## config.mk

```make
export PLATFORM = sky130hd
export DESIGN_NAME = fb_zoom_writer
export DESIGN_NICKNAME = d
export VERILOG_FILES = /design/src/rtl/fb_zoom_writer_pkg.sv /design/src/rtl/fb_pipe_delay.sv /design/src/rtl/fb_zoom_writer.sv
export SDC_FILE = /design/constraint.sdc
export NUM_CORES = 1
export LEC_CHECK = 0
export CAP_MARGIN = 0
export CORE_MARGIN = 2
export CORE_UTILIZATION = 60
export CTS_BUF_LIST = sky130_fd_sc_hd__clkbuf_4 sky130_fd_sc_hd__clkbuf_8
export DETAILED_ROUTE_END_ITERATION = 10
export PLACE_DENSITY_LB_ADDON = 0.08
export SETUP_SLACK_MARGIN = 0.5
export SLEW_MARGIN = 0
export SYNTH_ARGS = -nofsm -noshare
export SYNTH_HDL_FRONTEND = slang
export SYNTH_SLANG_ARGS = --single-unit
```

## constraint.sdc

```tcl
create_clock -name clock -period 4.56 [get_ports clock]
set_clock_uncertainty 0.15 [all_clocks]
set_input_delay 1.368 -clock clock [delete_from_list [all_inputs] [get_ports clock]]
set_output_delay 1.368 -clock clock [all_outputs]
set_load 0.01 [all_outputs]
```

## src/rtl/fb_zoom_writer_pkg.sv

```systemverilog
// Shared definitions for the zoomed framebuffer writer: bus widths, default
// source geometry and the writer's state encoding.
package fb_zoom_writer_pkg;

  localparam int unsigned FB_AW     = 19;
  localparam int unsigned PIX_W     = 8;
  localparam int unsigned DEF_SRC_W = 160;
  localparam int unsigned DEF_SRC_H = 120;

  typedef enum logic [1:0] {
    ST_IDLE  = 2'd0,
    ST_RUN   = 2'd1,
    ST_DRAIN = 2'd2,
    ST_FIN   = 2'd3
  } fb_state_t;

endpackage

```

## src/rtl/fb_pipe_delay.sv

```systemverilog
// Fixed-depth shift line carrying a valid bit and a payload, with a
// synchronous clear that drops everything in flight.
module fb_pipe_delay #(
  parameter int unsigned DEPTH = 2,
  parameter int unsigned WIDTH = 8
) (
  input  logic             clock,
  input  logic             clear,
  input  logic             in_valid,
  input  logic [WIDTH-1:0] in_data,
  output logic             out_valid,
  output logic [WIDTH-1:0] out_data,
  output logic             any_valid_c
);

  logic [DEPTH-1:0] valid_q;
  logic [WIDTH-1:0] data_q [DEPTH];

  always_ff @(posedge clock) begin
    if (clear) begin
      valid_q <= '0;
      for (int unsigned i = 0; i < DEPTH; i++) data_q[i] <= '0;
    end else begin
      valid_q[0] <= in_valid;
      data_q[0]  <= in_data;
      for (int unsigned i = 1; i < DEPTH; i++) begin
        valid_q[i] <= valid_q[i-1];
        data_q[i]  <= data_q[i-1];
      end
    end
  end

  assign out_valid   = valid_q[DEPTH-1];
  assign out_data    = data_q[DEPTH-1];
  assign any_valid_c = |valid_q;

endmodule

```

## src/rtl/fb_zoom_writer.sv

```systemverilog
// Copies a grey ROM image into the framebuffer RAM with SCALE x SCALE
// nearest-neighbour replication, one destination pixel per clock.
module fb_zoom_writer
  import fb_zoom_writer_pkg::*;
#(
  parameter int unsigned SRC_W    = DEF_SRC_W,
  parameter int unsigned SRC_H    = DEF_SRC_H,
  parameter int unsigned SCALE_LG = 1,
  parameter int unsigned ROM_LAT  = 1,
  parameter int unsigned AW       = FB_AW
) (
  input  logic             clock,
  input  logic             reset,
  input  logic             start,
  output logic             busy,
  output logic             done,
  output logic [AW-1:0]    rom_addr,
  input  logic [PIX_W-1:0] rom_data,
  output logic [AW-1:0]    ram_wraddr,
  output logic [PIX_W-1:0] ram_data,
  output logic             ram_wren
);

  localparam int unsigned DST_W      = SRC_W << SCALE_LG;
  localparam int unsigned DST_H      = SRC_H << SCALE_LG;
  localparam int unsigned PIPE_DEPTH = ROM_LAT + 1;

  fb_state_t      state_q, state_n;
  logic [AW-1:0]  dx_q, dy_q;
  logic           issue_c, last_c, pipe_busy_c;
  logic [AW-1:0]  src_addr_c, dst_addr_c;
  logic           tail_valid;
  logic [AW-1:0]  tail_addr;

  assign last_c     = (dx_q == AW'(DST_W - 1)) && (dy_q == AW'(DST_H - 1));
  assign src_addr_c = ((dy_q >> SCALE_LG) * AW'(SRC_W)) + (dx_q >> SCALE_LG);
  assign dst_addr_c = (dy_q * AW'(DST_W)) + dx_q;

  // Next state; only IDLE accepts start so pulses during a frame or on done are dropped.
  always_comb begin
    state_n = state_q;
    issue_c = 1'b0;
    case (state_q)
      ST_IDLE:  if (start) state_n = ST_RUN;
      ST_RUN: begin
        issue_c = 1'b1;
        if (last_c) state_n = ST_DRAIN;
      end
      ST_DRAIN: if (!pipe_busy_c) state_n = ST_FIN;
      ST_FIN:   state_n = ST_IDLE;
      default:  state_n = ST_IDLE;
    endcase
  end

  // Destination address rides alongside the ROM read so it lines up with rom_data.
  fb_pipe_delay #(
    .DEPTH(PIPE_DEPTH),
    .WIDTH(AW)
  ) u_pipe (
    .clock      (clock),
    .clear      (reset),
    .in_valid   (issue_c),
    .in_data    (dst_addr_c),
    .out_valid  (tail_valid),
    .out_data   (tail_addr),
    .any_valid_c(pipe_busy_c)
  );

  always_ff @(posedge clock) begin
    if (reset) begin
      state_q    <= ST_IDLE;
      busy       <= 1'b0;
      done       <= 1'b0;
      dx_q       <= '0;
      dy_q       <= '0;
      rom_addr   <= '0;
      ram_wraddr <= '0;
      ram_data   <= '0;
      ram_wren   <= 1'b0;
    end else begin
      state_q <= state_n;
      busy    <= (state_n == ST_RUN) || (state_n == ST_DRAIN);
      done    <= (state_n == ST_FIN);
      // Raster walk over the destination; wraps back to 0,0 after the last pixel.
      if (issue_c) begin
        rom_addr <= src_addr_c;
        if (dx_q == AW'(DST_W - 1)) begin
          dx_q <= '0;
          dy_q <= (dy_q == AW'(DST_H - 1)) ? '0 : dy_q + AW'(1);
        end else begin
          dx_q <= dx_q + AW'(1);
        end
      end
      ram_wren <= tail_valid;
      if (tail_valid) begin
        ram_wraddr <= tail_addr;
        ram_data   <= rom_data;
      end
    end
  end

endmodule

```

# Word-level counts from Yosys, hierarchy flattened
# Memory sizes are Yosys's and may differ from the RTL's. A register that Yosys moved wholly into a read port is not among the register bits.
# Index checks and enable logic that the tools add are counted.
[op_classes] addsub=4 bitwise=2 reduce_logical=5 mul=2 mux=12 eq_ne=8
[op_table] op="$mux W19" count=4
[op_table] op="$add A19 B1 Y19 const B" count=2
[op_table] op="$add A19 B18 Y19" count=1
[op_table] op="$add A19 B19 Y19" count=1
[op_table] op="$eq A19 B8 Y1 const B" count=1
[op_table] op="$eq A19 B9 Y1 const B" count=1
[op_table] op="$mul A19 B3 Y13 const B" count=1
[op_table] op="$mul A18 B3 Y14 const B" count=1
[op_table] op="$eq A2 B2 Y1 const B" count=4
[op_table] op="$pmux W2 S4" count=1
[op_table] op="$mux W2" count=3
[op_table] op="$eq A2 B1 Y1 const B" count=2
[op_table] op="$mux W1" count=4
[op_table] op="$logic_not A2 Y1" count=1
[op_table] op="$or A1 B1 Y1" count=2
[op_table] op="$reduce_and A2 Y1" count=1
[op_table] op="$reduce_or A2 Y1" count=1
[op_table] op="$logic_and A1 B1 Y1" count=1
[op_table] op="$logic_or A1 B1 Y1" count=1
[totals] mem_bits_rw=38 register_bits=72 output_inout_bits=49 memories=1
[memory_table] name="u_pipe.data_q" words=2 word_bits=19 read_ports=2 rd_clocked_by_memory_dff=1 write_ports=2 line_no="fb_pipe_delay.sv:17" text="logic [WIDTH-1:0] data_q [DEPTH];"

# Logic depth before layout (Yosys ltp)
# Gate-level depths: netlist (run 1).
[depth] depth_word=6 depth_mapped=17 ltp_nobuf=17

# Modules after synthesis
# From an unflattened synthesis (run 1), not the netlist that was laid out.
[hier_totals] hier_cells=731 hier_area_um2=6795.3
[modules_own_cells] mod="fb_zoom_writer" seq_area_each_um2=1781.7 instances=1 area_per_inst_um2=5490.3 cells_each=627
[modules_own_cells] mod="fb_pipe_delay" seq_area_each_um2=800.8 instances=1 area_per_inst_um2=1305.0 cells_each=104

# Worst setup path after synthesis (run 1)
# No wires, ideal clock.
[synth_path] kind="reg2reg" start="reg dy_q[4]" end="reg rom_addr[17]" setup_time_ns=0.120 path_stages_with_launch=15 required_ns=4.290 arrival_time_ns=3.348 slack_ns=0.942 cell_sequence="dfxtp_1 ha_1 ha_1 fa_1 a21o_1 a221oi_1 o21ai_0 a21oi_1 xnor2_1 ha_1 a21oi_1 and2_1 a21boi_0 nor4b_1 a211o_1"
[synth_via] elab_chain_cells=2
[synth_rtl] element="start: declaration" line_no="fb_zoom_writer.sv:29" text="logic [AW-1:0] dx_q, dy_q;"
[synth_rtl] element="start signal: assignment" line_no="fb_zoom_writer.sv:89" text="dy_q <= (dy_q == AW'(DST_H - 1)) ? '0 : dy_q + AW'(1);"
[synth_rtl] element="$mul A18 B3 Y14" line_no="fb_zoom_writer.sv:36" text="assign src_addr_c = ((dy_q >> SCALE_LG) * AW'(SRC_W)) + (dx_q >> SCALE_LG);"
[synth_rtl] element="$add A19 B18 Y19" line_no="fb_zoom_writer.sv:36"
[synth_rtl] element="end signal: assignment" line_no="fb_zoom_writer.sv:86" text="rom_addr <= src_addr_c;"
[synth_rtl] element="end: declaration" line_no="fb_zoom_writer.sv:17" text="output logic [AW-1:0] rom_addr,"
# Every way passes these cells.
# A chain may end at the register's enable or synchronous reset.

==> results of run 1 <==
==> logic make-up after synthesis <==
group / count (synthesis) / synth area share (%)
flops: 129 / 40.6
xor+xnor: 70 / 9.65
simple gates: 252 / 20.0
fa+ha+maj: 55 / 11.3
mux: 27 / 4.25
compound gates: 115 / 11.4
buf+inv: 44 / 2.80
==> registers in the layout, summed over array words and instances (netlist names) <==
register        count
u_pipe.valid_q      2
ram_wraddr         19
ram_data            8
state_q             2
dx_q               19
rom_addr           19
u_pipe.data_q      38
ram_wren            1
dy_q               19
done                1
busy                1
==> power groups by stage <==
stage / clock network [mW] / registers, mW / logic [mW]
6_report: 1.02 / 1.15 / 0.0747
5_1_grt: 1.09 / 1.15 / 0.0829
4_1_cts: 1.04 / 1.15 / 0.0756
3_5_place_dp: 0 / 1.17 / 0.0750
3_3_place_gp: 0 / 1.17 / 0.0737
2_1_floorplan: 0 / 1.17 / 0.0461
==> cell type report <==
type | count | area (µm²) | share of cell area (%)
flip-flops and latches | 129 | 2590 | 34.7
repair buffers | 62 | 608 | 8.17
inverters | 16 | 60.1 | 0.806
multi-input cells | 519 | 3600 | 48.4
clock buffers | 18 | 248 | 3.33
clock inverters | 14 | 173 | 2.32
well taps | 136 | 170 | 2.28
==> synthesized netlist by cell type (4+ instances only) <==
| cell type | number |
|---|---|
| nand3_1 | 15 |
| buf_2 | 7 |
| and3_1 | 8 |
| mux2i_1 | 27 |
| a21o_1 | 12 |
| a211oi_1 | 7 |
| buf_1 | 7 |
| dfxtp_1 | 129 |
| nor2b_1 | 38 |
| o21ai_0 | 25 |
| xor2_1 | 35 |
| xnor2_1 | 35 |
| ha_1 | 51 |
| nor3_1 | 9 |
| fa_1 | 4 |
| a21oi_1 | 42 |
| nand4_1 | 9 |
| clkbuf_1 | 13 |
| o21a_1 | 5 |
| nand2b_1 | 5 |
| nand2_1 | 52 |
| inv_1 | 16 |
| nor2_1 | 93 |
==> worst min path at each step <==
stage                    startpoint              endpoint  slack [ns]
2_1_floorplan   u_pipe.data_q[0][0]   u_pipe.data_q[1][0]        0.26
3_3_place_gp    u_pipe.data_q[0][2]   u_pipe.data_q[1][2]        0.27
3_5_place_dp   u_pipe.data_q[0][13]  u_pipe.data_q[1][13]        0.27
4_1_cts        u_pipe.data_q[0][13]  u_pipe.data_q[1][13]        0.29
5_1_grt         u_pipe.data_q[0][7]   u_pipe.data_q[1][7]        0.30
6_report       u_pipe.data_q[0][10]  u_pipe.data_q[1][10]        0.29
==> worst max-delay path: cells and delay by family (launching register included) <==
family,cells,cell delay [ns]
compound gates,6,1.44
xor+xnor,2,0.32
fa+ha+maj,4,1.31
buf+inv,1,0.07
flops,1,0.42
simple gates,1,0.05
==> metrics by stage <==
step                      instances  total power [mW]  cell area, µm²  util (%)
after floorplan                 692              1.22            6350         -
after global placement          862              1.25            7020      68.0
after detailed placement        862              1.25            7020      68.0
after CTS                       894              2.26            7440      72.1
after global routing            894              2.32            7450      72.1
final                           894              2.24            7450      72.1
==> timing repair <==
item | in CTS | in global routing
setup endpoints to repair | 0 | 4
buffers inserted | 0 | 0
resized for setup | 0 | 3
==> per-layer routing <==
layer	GRT usage, %	up-vias	routed length [µm]
li1	-	2479	-
met1	28.7	2307	5920
met2	41.3	90	6320
met3	5.71	30	427
met4	10.4	0	309
met5	0	-	0
==> results.ini, run 1 <==
[worst_setup_path]
crit_chain = ha_1 -> ha_1 -> fa_1 -> a31o_2 -> a21oi_1 -> inv_1 -> a21oi_1 -> xnor2_1 -> ha_1 -> a21o_1 -> a21o_1 -> a221oi_1 -> xor2_1 -> nor2_1
worstPathRequired_ns = 4.73
r2r_cells = 14
crit_type = flip-flop to flip-flop
r2r_slack_ns = 0.69
slowest_delay_ns = 0.44
worst_setup_path_startpoint = dy_q[4]
path_max_fanout = 8
critPathSlowestCell = fa_1
arrival_ns = 4.04
cp-start-kind = flip-flop
r2r_end = u_pipe.data_q[0][17]
crit_path_frequent_cell = ha_1
timing.rr.start = dy_q[4]
cp-endpoint = u_pipe.data_q[0][17]
crit_path_end_kind = flip-flop

[hold_path]
hold-path-cell-count = 1
min_path_type = flip-flop to flip-flop

[floorplanning]
die_x_um = 107
die_area_um2 = 11400
coreArea_um2 = 10300
start_util_pct = 61.5
std_cell_rows = 37
die-height_um = 107
io_pins = 60

[cells_and_area]
final_cell_mix = 126 x dfxtp_1, 93 x nor2_1, 58 x clkdlybuf4s50_1
nets = 811
fillCellCount = 769
area_growth_pct = 17.2
layout_commonest_cell = dfxtp_1
drive_gt1_share_pct = 6.86
antenna_cells = 0

[detailed_routing]
vias = 4906
routed_wl_um = 13000
route.detailed.wl_per_inst_um = 14.5
dr.pass1.iters = 4
vias_per_cell = 5.49
drt-initial-drc-count = 257
drtAntennaViolNets = 0
drc = 0

[timing]
relSlewSlack_pct = 41.9
setup_viol = 0
holdWs_ns = 0.289
slew_viol_final = 0
rsz0062_at_grt = false
finalHoldViolations = 0
fin_crit_sh_pct = 84.9
setup_ws_ns = 0.690
finalSetupTns_ns = 0
tightest_slew_ns = 0.872
post-route-min-period_ns = 3.87
fmax_mhz = 258

[synth]
synth_area_leaders = dfxtp_1 41%, ha_1 10%, nor2_1 5.5%
ys_async_sr_fraction_pct = 0
synth-seq-cells = 129
ys_types = 53
syn_inst = 692
synth-seq-area-share_pct = 40.6
synthFlopType = dfxtp_1
synth-edff-count = 0
ys.warnings.count = 0
yosysTopAreaCell = dfxtp_1
netlist_area_um2 = 6350
synth.avg_cell_area_um2 = 9.18
syn_nets = 758
yosysTopAreaCellShare_pct = 40.6

[clock_tree]
tritoncts = yes
cts_buffer_depth = 2
cts-root-buf = clkbuf_8
clkTransAtPathRegs_ns = 0.08
clkLatencyLatePin_ns = 0.45
cts_sinks = 129
cts_max_level = 4
hold_buffers = 0
cts_buffers = 17

[placed_design]
gp_congestion = 0.942
pre_cts_ws_ns = 0.571
dpl.hpwl_um = 9380
io_buffers = 59

[global_route]
grt_pass1_vias = 4847
grt_usage_pct = 24.0
grt_overflow_total = 0
grt_pass1_wl_um = 21800
grt_start_max_net_pins = 54
antenna_found_initial = 0

[outcome]
status = finished, final reports clean

[power_and_ir_drop]
cellInternalPower_mw = 1.69
p_per_area_nw_per_um2 = 301
comb_power_share_pct = 3.3
clkPwrFrac_pct = 45.5
p_seq_share_pct = 51.2
p_sw_share_pct = 24.6
switchingPower_mw = 0.551
p_leak_nw = 3.07
ir_worst_vdd_uv = 168

[job]
drv_cap = 0

Note: power is estimated with default switching activity, not from simulation.
==> run 2: changes to the inputs <==
==> constraint.sdc (replaced) <==
create_clock -name clock -period 3.8 [get_ports clock]
set_clock_uncertainty 0.15 [all_clocks]
set_input_delay 1.14 -clock clock [delete_from_list [all_inputs] [get_ports clock]]
set_output_delay 1.14 -clock clock [all_outputs]
set_load 0.01 [all_outputs]
==> results.ini, run 2 (same netlist as run 1, synthesis figures left out) <==
[outcome]
status = finished, final reports clean

[clock_tree]
cts_max_level = 4  ; unchanged
clkLatencyLatePin_ns = 0.45  ; about the same
tritoncts = yes
cts_sinks = 129  ; unchanged
clkTransAtPathRegs_ns = 0.08  ; about the same
cts_buffer_depth = 2  ; unchanged
cts-root-buf = clkbuf_8
cts_buffers = 17  ; unchanged
hold_buffers = 0  ; unchanged

[floorplanning]
std_cell_rows = 37  ; unchanged
die_x_um = 107  ; unchanged
start_util_pct = 61.5  ; unchanged
die-height_um = 107  ; unchanged
io_pins = 60  ; unchanged
coreArea_um2 = 10300  ; unchanged
die_area_um2 = 11400  ; unchanged

[global_route]
gr-usage-met3_pct = 5.11  ; -0.61 points
busiest_layer = met2
grt_pass1_vias = 4867  ; +0.41%
grt_util_met2_pct = 43.0  ; +1.8 points
grt_pass1_wl_um = 22700  ; +4.1%
grt_usage_pct = 25.0  ; +0.99 points
antenna_found_initial = 0  ; unchanged
met1_usage_pct = 30.3  ; +1.7 points
grt_start_max_net_pins = 55  ; +1.9%
grt_overflow_total = 0  ; unchanged

[detailed_routing]
drt-initial-drc-count = 277  ; +7.8%
vias = 5075  ; +3.4%
routed_wl_um = 14000  ; +8.1%
drtAntennaViolNets = 0  ; unchanged
vias_per_cell = 5.53  ; +0.85%
drc = 0  ; unchanged
route.detailed.wl_per_inst_um = 15.3  ; +5.4%
dr.pass1.iters = 4  ; unchanged

[placed_design]
place_area_um2 = 7070  ; +0.78%
dpl.hpwl_um = 9700  ; +3.4%
io_buffers = 59  ; unchanged
gp_congestion = 0.931  ; -1.2%

[worst_setup_path]
worstPathRequired_ns = 3.97  ; -0.76 ns
r2r_end = rom_addr[17]
arrival_ns = 3.64  ; -0.40 ns
crit_path_end_kind = flip-flop
crit_type = flip-flop to flip-flop
r2r_slack_ns = 0.34  ; -0.35 ns
path_max_fanout = 3  ; -5
r2r_cells = 17  ; +3
cp-start-kind = flip-flop
timing.rr.start = dy_q[2]

[power_and_ir_drop]
ir_worst_vdd_uv = 207  ; +23%
p_total_mw = 2.65  ; +18%
p_per_area_nw_per_um2 = 340  ; +13%
p_leak_nw = 3.19  ; +3.7%

[cells_and_area]
fillCellCount = 751  ; -2.3%
layout_commonest_cell = dfxtp_1
multi_input_area_um2 = 3770  ; +4.7%
drive_gt1_share_pct = 13.6  ; +6.7 points
top_register = u_pipe.data_q
seq_area_um2 = 2600  ; +0.63%
area_growth_pct = 22.5
final_area_um2 = 7790  ; +4.6%
antenna_cells = 0  ; unchanged
fin_util_pct = 75.4  ; +3.3 points
largest_register_ffs = 38  ; unchanged
nets = 834  ; +2.8%
final_cell_mix = 121 x dfxtp_1, 93 x nor2_1, 58 x clkdlybuf4s50_1

[job]
drv_cap = 0  ; unchanged

[hold_path]
holdPathEnd = u_pipe.data_q[1][11]
min_path_type = flip-flop to flip-flop
hp-start = u_pipe.data_q[0][11]
hold-path-cell-count = 1  ; unchanged

[timing]
finalHoldViolations = 0  ; unchanged
post-route-min-period_ns = 3.46  ; -0.407 ns
slew_viol_final = 0  ; unchanged
relSlewSlack_pct = 38.7  ; -3.2 points
fmax_mhz = 289  ; +12%
finalSetupTns_ns = 0  ; unchanged
setup_viol = 0  ; unchanged
rsz0062_at_grt = true
fin_crit_sh_pct = 91.1  ; +6.3 points
tightest_slew_ns = 0.920  ; +0.0482 ns

==> run 2: worst max-delay path, cell delays in order, from the launching register on <==
cell and delay (ns):
dfxtp_4 0.37, ha_4 0.25, ha_4 0.16, fa_2 0.42, a21o_1 0.23, a21oi_2 0.15, xnor2_1 0.11, ha_1 0.32
buf_4 0.12, buf_6 0.09, buf_6 0.08, o21ai_1 0.05, nand2b_1 0.10, o211ai_1 0.12, buf_4 0.17, a21boi_4 0.16
nor4b_2 0.06, a211o_1 0.24
==> run 2: timing repair <==
action	4_1_cts	5_1_grt
endpoints found under the setup margin	8	8
buffers inserted	14	6
pin swaps	24	13
resized for setup	23	18
==> run 2: through the flow <==
step	std cells	hold slack (ns)	setup WS, ns
2_1_floorplan	692	0.264	0.500
3_3_place_gp	865	0.266	0.289
3_5_place_dp	865	0.272	0.172
4_1_cts	911	0.290	0.420
5_1_grt	917	0.307	0.239
6_report	917	0.288	0.337
==> run 2: power breakdown <==
group | internal (mW) | switching, mW
Combinational | 0.0403 | 0.0510
Clock | 0.601 | 0.579
Sequential | 1.36 | 0.0123
==> run 2: worst max path at each step <==
stage	slack (ns)	from	cells past startpoint	end
2_1_floorplan	0.50	dy_q[1]	17	u_pipe.data_q[0][18]
3_3_place_gp	0.29	dy_q[5]	12	rom_addr[16]
3_5_place_dp	0.17	dy_q[1]	17	u_pipe.data_q[0][18]
4_1_cts	0.42	dy_q[2]	14	rom_addr[17]
5_1_grt	0.24	dy_q[2]	14	rom_addr[18]
6_report	0.34	dy_q[2]	17	rom_addr[17]
==> run 2: layer usage <==
metal  part of all wire (%)  vias to the layer above
met5                      0                        -
met4                    2.3                        0
met3                    3.3                       24
met2                     50                      109
met1                     44                     2412
li1                       -                     2530
==> run 2: cell type report <==
cell class	instances	share of cell area, %
clock buffers	18	3.10
clock inverters	14	1.98
inverters	16	0.771
multi-input cells	519	48.4
flip-flops and latches	129	33.4
well taps	136	2.19
repair buffers	85	10.1
